### src/rtl/mont_domain_conv_if.sv
// Handshake/operand bundle for mont_domain_conv.
// MONT_DOMAIN_CONV_CHECK_EN adds the err completion flag.
interface mont_domain_conv_if #(
  parameter int k = 8
);
  logic         start;
  logic         mode;
  logic [k-1:0] a;
  logic [k-1:0] n;
  logic [k-1:0] result;
  logic         busy;
  logic         done;
`ifdef MONT_DOMAIN_CONV_CHECK_EN
  logic         err;

  modport master (output start, mode, a, n, input result, busy, done, err);
  modport slave  (input start, mode, a, n, output result, busy, done, err);
`else
  modport master (output start, mode, a, n, input result, busy, done);
  modport slave  (input start, mode, a, n, output result, busy, done);
`endif
endinterface

### src/rtl/mont_domain_conv.sv
// Bit-serial conversion into (a*R mod n) or out of (a*R^-1 mod n) Montgomery form, R = 2^k.
// Define MONT_DOMAIN_CONV_CHECK_EN to reject even n, n <= 1 or a >= n with err.
module mont_domain_conv #(
  parameter int k = 8
) (
  input logic             clk,
  input logic             rst_n,
  mont_domain_conv_if.slave bus
);
  localparam int CW = $clog2(k + 1);

  typedef enum logic [1:0] {
    IDLE  = 2'd0,
    RUN   = 2'd1,
    FINAL = 2'd2
  } state_t;

  state_t        state;
  state_t        state_nx;
  logic [CW-1:0] cnt;
  logic [k:0]    acc;
  logic [k:0]    dbl;
  logic [k:0]    sum;
  logic [k:0]    step_val;
  logic [k:0]    final_val;
  logic [k-1:0]  n_q;
  logic [k-1:0]  result_q;
  logic          mode_q;
  logic          bad_req;
  logic          write_ok;

`ifdef MONT_DOMAIN_CONV_CHECK_EN
  logic err_q;

  always_comb begin
    bad_req = ~bus.n[0] || (bus.n <= k'(1)) || (bus.a >= bus.n);
  end

  // An error completion passes through FINAL without touching result.
  assign write_ok = ~err_q;
  assign bus.err  = err_q;
`else
  assign bad_req  = 1'b0;
  assign write_ok = 1'b1;
`endif

  always_comb begin
    state_nx = state;
    case (state)
      IDLE:    if (bus.start) state_nx = bad_req ? FINAL : RUN;
      RUN:     if (cnt == CW'(k - 1)) state_nx = FINAL;
      FINAL:   state_nx = IDLE;
      default: state_nx = IDLE;
    endcase
  end

  // acc < n always holds, so 2r and t+n fit in k+1 bits without carry loss.
  always_comb begin
    dbl = acc << 1;
    sum = acc + {1'b0, n_q};
    if (!mode_q) begin
      step_val = (dbl >= {1'b0, n_q}) ? dbl - {1'b0, n_q} : dbl;
    end else begin
      step_val = acc[0] ? (sum >> 1) : (acc >> 1);
    end
    final_val = (acc >= {1'b0, n_q}) ? acc - {1'b0, n_q} : acc;
  end

  always_ff @(posedge clk) begin
    if (!rst_n) begin
      state    <= IDLE;
      cnt      <= '0;
      acc      <= '0;
      n_q      <= '0;
      mode_q   <= 1'b0;
      result_q <= '0;
`ifdef MONT_DOMAIN_CONV_CHECK_EN
      err_q    <= 1'b0;
`endif
    end else begin
      state <= state_nx;
      case (state)
        IDLE: begin
          if (bus.start) begin
            acc    <= {1'b0, bus.a};
            n_q    <= bus.n;
            mode_q <= bus.mode;
            cnt    <= '0;
`ifdef MONT_DOMAIN_CONV_CHECK_EN
            err_q  <= bad_req;
`endif
          end
        end
        RUN: begin
          acc <= step_val;
          cnt <= cnt + CW'(1);
        end
        FINAL: begin
          if (write_ok) begin
            acc      <= final_val;
            result_q <= final_val[k-1:0];
          end
        end
        default: ;
      endcase
    end
  end

  // result is bypassed during FINAL so it is valid in the same cycle as done.
  assign bus.busy   = (state != IDLE);
  assign bus.done   = (state == FINAL);
  assign bus.result = (state == FINAL && write_ok) ? final_val[k-1:0] : result_q;

endmodule

### src/flat_wrapper.sv
// flat-port wrapper written by rule: the top's interface ports become plain ports
module mont_domain_conv_flat 
#(
  parameter int k = 8
)
  (clk, rst_n, bus_start, bus_mode, bus_a, bus_n, bus_result, bus_busy, bus_done);
  mont_domain_conv_if #(.k(k)) bus_i ();
  input logic clk;
  input logic rst_n;
  input wire logic [$bits(bus_i.start)-1:0] bus_start;
  input wire logic [$bits(bus_i.mode)-1:0] bus_mode;
  input wire logic [$bits(bus_i.a)-1:0] bus_a;
  input wire logic [$bits(bus_i.n)-1:0] bus_n;
  output wire logic [$bits(bus_i.result)-1:0] bus_result;
  output wire logic [$bits(bus_i.busy)-1:0] bus_busy;
  output wire logic [$bits(bus_i.done)-1:0] bus_done;
  assign bus_i.start = bus_start;
  assign bus_i.mode = bus_mode;
  assign bus_i.a = bus_a;
  assign bus_i.n = bus_n;
  assign bus_result = bus_i.result;
  assign bus_busy = bus_i.busy;
  assign bus_done = bus_i.done;
  mont_domain_conv #(.k(k)) u_core (.clk(clk), .rst_n(rst_n), .bus(bus_i));
endmodule
### config.mk
export PLATFORM = sky130hd
export DESIGN_NAME = mont_domain_conv_flat
export DESIGN_NICKNAME = d
export VERILOG_FILES = /design/src/rtl/mont_domain_conv_if.sv /design/src/rtl/mont_domain_conv.sv /design/src/flat_wrapper.sv
export SDC_FILE = /design/constraint.sdc
export NUM_CORES = 1
export LEC_CHECK = 0
export CAP_MARGIN = 20
export CORE_MARGIN = 2
export CORE_UTILIZATION = 59
export DETAILED_ROUTE_END_ITERATION = 8
export HOLD_SLACK_MARGIN = 0.15
export PLACE_DENSITY_LB_ADDON = 0.1
export SYNTH_ARGS = -nofsm -noshare
export SYNTH_HDL_FRONTEND = slang
export SYNTH_SLANG_ARGS = --single-unit
export TNS_END_PERCENT = 100
### constraint.sdc
create_clock -name clk -period 3.15 [get_ports clk]
set_input_delay 0.63 -clock clk [delete_from_list [all_inputs] [get_ports clk]]
set_output_delay 0.63 -clock clk [all_outputs]
set_load 0.05 [all_outputs]
==> run metrics <==
status finished, violations left; failing checks design-rule violations; initial antenna violation count 0; pwr/cell area 479 nW/µm²; final WL 10.4 mm; post-synthesis cell count 419; Hold Vio Cnt, Final 0; Max Slew Vio Count 0; synthesized cell area 3170 µm²; critical path class flip-flop to output pin; DIE AREA 5970 µm²; syn_nets 471; fillers 380; Worst Skew 0.00884 ns; Commonest cells post-synth 41 x nand2_1, 40 x a21oi_1, 35 x nor2_1; Final GP Congestion 1.01; Startpoint Class flip-flop; CP cell instances inv_1, ha_4, nand2b_1, a211oi_4, buf_4, o211ai_4, a21oi_1, or2_1, a21oi_2, buf_12; # Max-Cap Violations 0; required time of the critical path 2.52 ns; total CTS buffers 5; worst skew pair latency 0.30 ns; Final Cycle Share 99.6%; average vias per placed instance 6.49; TritonRoute pass-1 iters 9; DRT iter0 DRCs 296; Die W 77.3 µm; Final Setup Violations 0; Hold Crit Class flip-flop to flip-flop; post-route ant nets 0; All-Layer GR Usage 34.0%; core box area 5140 µm²; FF+latch count, synth 32; Min Clock Period, post-route 3.14 ns; Area growth syn-to-layout 27.7%; Initial Util 61.7%; count of different cell masters after synthesis 69; via count 3487; crit end category output pin; CTS Sinks 32; CTS Root Cell clkbuf_8; vias in the first global route 3216; Post-synth EDFFs 0; setup TNS 0 ns; synthesis warning total 0; sequential share of the synthesized area 20.2%; count leader, synth nand2_1; leading area contributor after synthesis dfxtp_1; WL/cell 19.4 µm; I/O Buffers 29; slowest stage delay, CP 0.37 ns; layout cells sized above 1 19.5%; Max Freq 319 MHz; fraction of registers with async set/reset 0%; CP max-delay cell dfxtp_4; critical path arrival 2.51 ns; RSZ-0062 raised after global routing yes; area of the multi-input gates 2510 µm²; Max clock buf depth 2; row cnt 26; CTS hold repair buffers 0; dominant synthesized flop cell dfxtp_1; actual slew at the worst max-slew pin 0.700 ns; FF/Latch Area 646 µm²; synth top area cells dfxtp_1 20%, ha_1 11%, a21oi_1 6.3%; hpwl dp 7.59 mm; # IOs 30; Max FO, Critical Path 6; relative slew slack 53.1%; Die Y 77.3 µm; largest net degree at the start of global routing 22; Avg Inst Size Synth 7.56 µm²; Lkg Pwr 1.59 nW; GRT overflow 0; first-pass GRT wire length 15.9 mm; VDD IR max 0.342 mV; Final nets 518; share of the synthesized area in the top cell type 20.2%; htree depth 2; DRC Markers 3; post-route core utilization 78.7%; clock-pin transition on the worst setup and hold timing paths 0.08 ns; CTS tree yes; diode count 0
## sequential cells by signal, indices dropped and copies added (netlist names)
name,cells
u_core.mode_q,1
u_core.state,2
u_core.acc,9
u_core.cnt,4
u_core.n_q,8
u_core.result_q,8
## critical path: cells and delay by family, from the launching register on
| family | cells | cell delay, ns |
|---|---|---|
| compound gates | 4 | 0.83 |
| fa+ha+maj | 1 | 0.28 |
| buf+inv | 3 | 0.43 |
| flops | 1 | 0.37 |
| simple gates | 2 | 0.30 |
## cells by family after synthesis
| logic type | share of synthesized area (%) |
|---|---|
| AOI/OAI and AO/OA | 33.2 |
| DFF | 20.2 |
| xor gates and xnor gates | 2.21 |
| buffers and inverters | 5.53 |
| and+or+nand+nor | 22.9 |
| adders and majority gates | 13.3 |
| muxes | 2.53 |
## metal layers
metal / wire [µm] / vias up / global-route usage [%]
li1: - / 1659 / -
met4: 533 / 0 / 19.1
met2: 4690 / 184 / 54.6
met5: 0 / - / 0
met1: 4270 / 1592 / 42.1
met3: 903 / 52 / 7.18
## worst paths after layout
kind | startpoint | to | slack, ns | cells past startpoint
min | u_core.n_q[2] | u_core.n_q[2] | 0.48 | 2
max reg2reg | u_core.acc[0] | u_core.acc[3] | 0.42 | 10
max | u_core.n_q[1] | bus_result[4] | 0.01 | 10
min reg2reg | u_core.n_q[2] | u_core.n_q[2] | 0.48 | 2
## layout by cell type (no fill, tap or decap), types with 4 or more instances in the layout
master,count
nand2_1,38
nor2_1,34
a21oi_1,34
dfxtp_1,30
o21ai_0,27
buf_4,27
inv_1,23
ha_1,23
clkdlybuf4s50_1,21
nand3_1,13
a211oi_1,12
o211ai_1,10
nor3_1,9
buf_12,8
xnor2_1,7
mux2i_1,7
clkbuf_8,7
nand4_1,6
nand2b_1,6
a21oi_2,6
and3_1,6
a21o_1,6
o21ai_1,5
inv_2,4
nor2b_1,4
a31oi_1,4
ha_4,4
## what timing repair did
action,in CTS,in global routing
pin swaps,2,9
setup endpoints to repair,6,8
buffers inserted,2,5
gates resized for setup,12,22
## per-stage QoR
stage	area (µm²)	hold slack, ns	power [mW]	cells	worst slack [ns]
CTS	3920	0.486	1.82	532	0.00390
global placement	3730	0.462	1.32	522	0.265
detailed placement	3730	0.467	1.33	522	0.213
global route	4050	0.511	2.02	537	-0.0369
finish	4050	0.480	1.94	537	0.0127
floorplan	3190	0.453	1.10	419	0.0890
## where the power goes
part	leakage [nW]	internal [mW]	total, mW	switching, mW
Clock	0.0645	0.279	0.455	0.175
Combinational	1.27	0.420	1.04	0.616
Sequential	0.263	0.427	0.448	0.0214
Total	1.59	1.13	1.94	0.813
## area by class of cell
type	count	share of cell area [%]
tap	70	2.16
multi-input combinational	342	61.9
inverter	29	2.69
clock buffer	7	2.38
timing repair buffer	56	14.2
clock inverter	1	0.742
sequential	32	16.0
Note: power is estimated with default switching activity, not from simulation.
